File: src/rtl/mem_mask_rmw.sv
// mem_mask_rmw: masked-write front end for an unmasked 1r1w register-file macro.
// Full-mask writes go straight to port B. Partial-mask writes become a
// read (port A), a lane merge, and a write (port B) over three cycles.
// Optional feature macro: MEM_RMW_BYPASS_EN. When it is defined, a read of
// the RMW address issued in MERGE is served from a bypass register. When it
// is not defined, that read is stalled for one cycle instead.
module mem_mask_rmw #(
  parameter int ADDR_W = 5,
  parameter int DATA_W = 64,
  parameter int GRAN   = 8
) (
  input  logic                       clock,
  input  logic                       reset_n,
  input  logic [ADDR_W-1:0]          R0_addr,
  input  logic                       R0_en,
  output logic                       R0_ready,
  output logic [DATA_W-1:0]          R0_data,
  output logic                       R0_valid,
  input  logic [ADDR_W-1:0]          W0_addr,
  input  logic                       W0_en,
  input  logic [DATA_W-1:0]          W0_data,
  input  logic [(DATA_W/GRAN)-1:0]   W0_mask,
  output logic                       W0_ready,
  output logic [ADDR_W-1:0]          AA,
  output logic                       CENA,
  input  logic [DATA_W-1:0]          QA,
  output logic [ADDR_W-1:0]          AB,
  output logic                       CENB,
  output logic [DATA_W-1:0]          DB
);
  localparam int MASK_W = DATA_W / GRAN;

  typedef enum logic [1:0] {IDLE = 2'd0, RD = 2'd1, MERGE = 2'd2} state_t;

  state_t              r_state, w_state_nxt;
  logic [ADDR_W-1:0]   r_addr;
  logic [DATA_W-1:0]   r_data;
  logic [MASK_W-1:0]   r_mask;
  logic                r_rvalid;
  logic [DATA_W-1:0]   w_merged;
  logic                w_full, w_zero, w_partial;
  logic                w_wr_acc, w_rd_acc, w_hazard;

  assign w_full    = &W0_mask;
  assign w_zero    = ~|W0_mask;
  assign w_partial = ~w_full & ~w_zero;

  // Lane merge: the latched lane wins where its mask bit is set; otherwise the
  // old word that the macro returned from the RD cycle is kept.
  genvar g;
  generate
    for (g = 0; g < MASK_W; g++) begin : g_lane
      assign w_merged[g*GRAN +: GRAN] = r_mask[g] ? r_data[g*GRAN +: GRAN]
                                                  : QA[g*GRAN +: GRAN];
    end
  endgenerate

`ifdef MEM_RMW_BYPASS_EN
  // The bypass register covers a same-address read in MERGE, so no stall.
  assign w_hazard = 1'b0;
`else
  // The macro would return pre-merge data, so hold the read for one cycle.
  assign w_hazard = (r_state == MERGE) && (R0_addr == r_addr);
`endif

  assign W0_ready = (r_state == IDLE);
  assign R0_ready = ((r_state == IDLE) || (r_state == MERGE)) && !w_hazard;
  // Both accepts are gated by reset so that a mid-cycle reset quiets the
  // macro ports at once.
  assign w_wr_acc = reset_n & W0_en & W0_ready;
  assign w_rd_acc = reset_n & R0_en & R0_ready;

  // State register
  always_ff @(posedge clock or negedge reset_n) begin
    if (!reset_n) r_state <= IDLE;
    else          r_state <= w_state_nxt;
  end

  // Next-state logic
  always_comb begin
    w_state_nxt = r_state;
    case (r_state)
      IDLE:    if (w_wr_acc && w_partial) w_state_nxt = RD;
      RD:      w_state_nxt = MERGE;
      MERGE:   w_state_nxt = IDLE;
      default: w_state_nxt = IDLE;
    endcase
  end

  // Macro port drive. Port A is idle in RD except for the RMW read, and
  // upstream reads are blocked in RD, so the two sources never collide.
  always_comb begin
    CENA = 1'b1;
    AA   = '0;
    CENB = 1'b1;
    AB   = '0;
    DB   = '0;
    if (w_rd_acc) begin
      CENA = 1'b0;
      AA   = R0_addr;
    end
    if (reset_n && r_state == RD) begin
      CENA = 1'b0;
      AA   = r_addr;
    end
    if (w_wr_acc && w_full) begin
      CENB = 1'b0;
      AB   = W0_addr;
      DB   = W0_data;
    end
    if (reset_n && r_state == MERGE) begin
      CENB = 1'b0;
      AB   = r_addr;
      DB   = w_merged;
    end
  end

  // Latch the partial write. Reset discards it.
  always_ff @(posedge clock or negedge reset_n) begin
    if (!reset_n) begin
      r_addr <= '0;
      r_data <= '0;
      r_mask <= '0;
    end else if (w_wr_acc && w_partial) begin
      r_addr <= W0_addr;
      r_data <= W0_data;
      r_mask <= W0_mask;
    end
  end

  // Read valid trails acceptance by the macro's one-cycle latency.
  always_ff @(posedge clock or negedge reset_n) begin
    if (!reset_n) r_rvalid <= 1'b0;
    else          r_rvalid <= w_rd_acc;
  end

  assign R0_valid = r_rvalid;

`ifdef MEM_RMW_BYPASS_EN
  logic              r_byp_hit;
  logic [DATA_W-1:0] r_byp_data;

  // Capture the merged word when a same-address read lands in MERGE.
  always_ff @(posedge clock or negedge reset_n) begin
    if (!reset_n) begin
      r_byp_hit  <= 1'b0;
      r_byp_data <= '0;
    end else begin
      r_byp_hit  <= w_rd_acc && (r_state == MERGE) && (R0_addr == r_addr);
      r_byp_data <= w_merged;
    end
  end

  assign R0_data = !r_rvalid ? '0 : (r_byp_hit ? r_byp_data : QA);
`else
  assign R0_data = r_rvalid ? QA : '0;
`endif

endmodule
File: config.mk
export PLATFORM = sky130hd
export DESIGN_NAME = mem_mask_rmw
export DESIGN_NICKNAME = d
export VERILOG_FILES = /design/src/rtl/mem_mask_rmw.sv
export SDC_FILE = /design/constraint.sdc
export NUM_CORES = 1
export LEC_CHECK = 0
export CORE_MARGIN = 2
export CORE_UTILIZATION = 42
export DETAILED_ROUTE_END_ITERATION = 10
export PLACE_DENSITY = 0.87
export SLEW_MARGIN = 20
export SYNTH_ARGS = -nofsm -noshare
export SYNTH_HDL_FRONTEND = slang
export SYNTH_SLANG_ARGS = --single-unit
export TNS_END_PERCENT = 1
File: constraint.sdc
create_clock -name clock -period 4.6 [get_ports clock]
set_input_delay 0.69 -clock clock [delete_from_list [all_inputs] [get_ports clock]]
set_output_delay 0.69 -clock clock [all_outputs]
set_load 0.005 [all_outputs]
======== Word-level counts from Yosys, hierarchy flattened ========
Index checks and enable logic that the tools add are counted.
cells by class
  eq/ne operators ......................... 4
  reductions and logical operators ........ 11
  bitwise logic cells ..................... 6
  muxes and demuxes ....................... 21
operators with widths
  operator                                                                count
  64-bit 2-to-1 mux                                                       3
  8-bit 2-to-1 mux                                                        8
  5-bit 2-to-1 mux                                                        4
  8-bit AND reduction                                                     1
  8-bit OR reduction                                                      1
  1-bit logical AND                                                       6
  1-bit bitwise AND                                                       5
  5-bit equality test                                                     1
  1-bit 2-to-1 mux                                                        4
  2-bit case mux with 2 select lines                                      1
  2-bit by 1-bit equality test with 1-bit output (second input constant)  1
  2-bit equality test (second input constant)                             1
  2-bit logical NOT                                                       1
  2-bit 2-to-1 mux                                                        1
  2-bit by 1-bit != test with 1-bit output (second input constant)        1
  1-bit logical NOT                                                       1
  1-bit logical OR                                                        1
  1-bit inverter                                                          1
word-level totals
  bits of input ports ..................... 150
  output and inout bits ................... 143
  flip-flop bits (word level) ............. 80
  logic and storage cells ................. 47

======== Logic depth before layout (Yosys ltp) ========
Gate-level depths: netlist (run 1).
  depth in word-level cells ............... 7
  mapped depth ............................ 7
  mapped depth without buffers ............ 4

======== Least setup slack after synthesis (run 1) ========
Ideal clock, no wire load.
  kind .................................... input-to-output
  start point ............................. in reset_n
  end point ............................... out DB[52]
  slack ................................... 2.016 ns
  stages on the path ...................... 7
  arrival ................................. 1.894 ns
  data required time ...................... 3.910 ns
  buffers on the path ..................... 3
  cells stage by stage .................... nor2b_1 > and2_1 > buf_2 > buf_2 > clkbuf_1 > nor2_1 > a211oi_1
between the ends
  word-level cells in the longest chain between the ends .. 5
RTL lines
  element                         line  source
  start: declaration              13    input logic reset_n,
  1-bit bitwise AND (2 in a row)  70    assign w_wr_acc = reset_n & W0_en & W0_ready;
  1-bit logical AND               106   if (w_wr_acc && w_full) begin
  64-bit 2-to-1 mux               106
  64-bit 2-to-1 mux *             111   if (reset_n && r_state == MERGE) begin
  end: declaration                29    output logic [DATA_W-1:0] DB
Mark *: on every way between the ends. The rest lies on a longest branch, timed or not.

======== Worst setup path in the final report (run 1) ========
  start point ............................. in W0_mask[0]
  end point ............................... out DB[29]
between the ends
  word-level cells in the longest chain between the ends .. 4
RTL lines
  element              line  source
  start: declaration   22    input logic [(DATA_W/GRAN)-1:0] W0_mask,
  8-bit AND reduction  44    assign w_full = &W0_mask;
  1-bit logical AND    106
  64-bit 2-to-1 mux    106
  64-bit 2-to-1 mux    111
No other way between the ends.

==> impl_metrics.yaml, run 1 <==
setup_path:
  startpoint_type: "input pin"
  r2r_start: "r_state[0]"
  critPathArrivalTime_ps: 3290
  path_max_fanout: 35
  crit_path_frequent_cell: "clkdlybuf4s50_1"
  path_cells: "clkdlybuf4s50_1 > nand4_1 > nor2_1 > a21oi_4 > buf_4 > a211oi_1 > clkdlybuf4s50_1"
  cp-startpoint: "W0_mask[0]"
  slowest_stage: "a21oi_4"
  end_kind: "output pin"
  required_ps: 3910
  slowest_delay_ps: 840
  path_class: "in2out"
clock_network:
  clock_path_buffers: 2
  ctsResizeCount: 0
  clk_pin_slew_ps: 50
  tritoncts: "yes"
  cts_root_buf: "clkbuf_16"
  hold_buffers: 0
  clock_latency_ps: 320
  cts_buffers: 9
  postCtsSetupRepairBufs: 0
  htreeDepth: 3
  clock_sinks: 80
synth:
  ys_types: 28
  yosys_register_bits: 80
  syn_nets: 659
  syn_inst: 509
  yosysWarningCount: 0
  ys_seq_area_share_pct: 38.63
  avgSynthCellArea_um2: 10.18
  netlist_area_um2: 5182
timing:
  maxSlewViolCount: 0
  hold_viol: 0
  setup_ws_ps: 617.7
  worst_pin_slew_ps: 1042
  holdWs_ps: 435.5
  max_slew_margin_pct: 30.39
  fin_skew_ps: 5.360
  setup_tns_ps: 0
  setup_viol: 0
  rsz0062_at_grt: "no"
  period_needed_ps: 3982
  fmax_mhz: 251.1
  min_period_over_period_pct: 86.57
global_route:
  grt_usage_pct: 24.96
  gr-total-overflow: 0
  grt_pass1_wl_um: 26030
  grt_max_degree: 98
  antenna_found_initial: 0
  grt_pass1_vias: 5152
cells_and_area:
  layout_commonest_cell: "clkdlybuf4s50_1"
  antenna_cells: 0
  area_delta_synth_final_pct: 62.77
  instances_no_fill: 923
  final_cell_mix: "291 x clkdlybuf4s50_1, 80 x dfrtp_1, 68 x nor2_1"
  stdcell_area_um2: 8436
  nets: 924
  utilization_pct: 70.23
  drive_gt1_share_pct: 10.57
power:
  ir_drop_v: 0.0002038
  p_per_area_nw_per_um2: 275.3
  finalPower_mw: 2.322
  leakage_nw: 3.436
floorplan:
  num_io_pins: 293
  start_util_pct: 43.15
  die_w_um: 115.1
  num_rows: 40
  die_h_um: 115.1
  core_area_um2: 12010
  dieArea_um2: 13240
routing:
  routedWlPerCell_um: 18.40
  routed_wirelength_um: 16990
  num_vias: 5028
  first_iter_violations: 185
  viasPerCell: 5.447
  ant_nets: 0
  drc: 0
  drt_pass1_iterations: 4
placed_design:
  place_congestion: 0.8808
  dp.cells: 910
  dp_slack_ps: 639.0
  placed_cell_area_um2: 8174
  io_buffer_count: 292
  hpwl_um: 12890
run:
  cap_violations: 0
run_status:
  run_status: "finished, final reports clean"
hold_path:
  hold_path.class: "in2async"
[synthesized netlist by cell type]
library cell | n | area share, %
nand2b_1 | 2 | 0.24
dfrtp_1 | 80 | 39
mux2_1 | 18 | 3.9
nand4_1 | 2 | 0.24
a222oi_1 | 1 | 0.19
nor2_1 | 68 | 4.9
mux2_4 | 16 | 4.6
nor2_2 | 1 | 0.12
inv_1 | 3 | 0.22
buf_1 | 14 | 1.0
o21ai_2 | 1 | 0.17
or4_1 | 2 | 0.29
clkbuf_1 | 22 | 1.6
nand2_1 | 12 | 0.87
a31oi_1 | 2 | 0.24
a22o_1 | 5 | 0.84
o22a_1 | 3 | 0.51
and4bb_2 | 1 | 0.24
nor2b_1 | 3 | 0.36
a211oi_1 | 64 | 9.3
mux2i_1 | 64 | 12
xor2_1 | 2 | 0.34
and2_1 | 66 | 8.0
buf_6 | 3 | 0.65
o2111a_1 | 1 | 0.22
a21oi_1 | 6 | 0.58
buf_2 | 7 | 0.68
mux2_2 | 40 | 8.7
[per-layer routing]
metal	up-vias	GRT usage (%)	wire, um
li1	2349	-	-
met1	2427	29.09	6687
met2	221	45.25	8679
met3	31	5.061	1180
met4	0	9.237	437
met5	-	0	0
[power breakdown]
| group | internal, mW | switching [mW] | total [mW] |
|---|---|---|---|
| registers | 0.852 | 0.155 | 1.01 |
| clock network | 0.385 | 0.249 | 0.634 |
| logic | 0.443 | 0.239 | 0.682 |
[flip-flops by register name (all words and copies together) (netlist names)]
name,flops
r_mask,8
r_state,2
r_data,64
r_addr,5
R0_valid,1
[cell type report]
class | count | area, um^2
clock buffers | 12 | 256.5
clock inverters | 1 | 5.005
fillers | 915 | 3576
inverters | 3 | 11.26
multi-input cells | 380 | 2984
flip-flops and latches | 80 | 2002
well taps | 147 | 183.9
repair buffers | 300 | 2993
[final timing paths]
path                               to  slack (ps)  cells past startpoint
max                            DB[29]         620                      7
min reg2reg                r_data[35]         500                      1
min                         r_data[0]         440                      2
min in group clock         r_data[35]         500                      1
max reg2reg                r_data[10]        2360                      5
max in group asynchronous  r_data[41]        3720                      2
[critical path, delay by kind of cell]
family / cells / cell delay [ps]
buffers and inverters: 3 / 1330
AOI/OAI and AO/OA: 2 / 920
and+or+nand+nor: 2 / 330
[cells by family after synthesis]
logic type                share of synthesized area (%)
AOI/OAI and AO/OA                                 12.02
xor gates and xnor gates                         0.3381
buffers and inverters                             4.152
DFF                                               38.63
muxes                                             29.60
and+or+nand+nor                                   15.26
Power figures use the tool's default switching activity.
==> run 2, diff against run 1 <==
--- a/config.mk
+++ b/config.mk
@@ -9,7 +9,6 @@
 export CORE_UTILIZATION = 42
 export DETAILED_ROUTE_END_ITERATION = 10
 export PLACE_DENSITY = 0.87
-export SLEW_MARGIN = 20
 export SYNTH_ARGS = -nofsm -noshare
 export SYNTH_HDL_FRONTEND = slang
 export SYNTH_SLANG_ARGS = --single-unit
==> results of run 2 <==
Same layout as run 1: the final DEF is identical, and so are final timing and power.
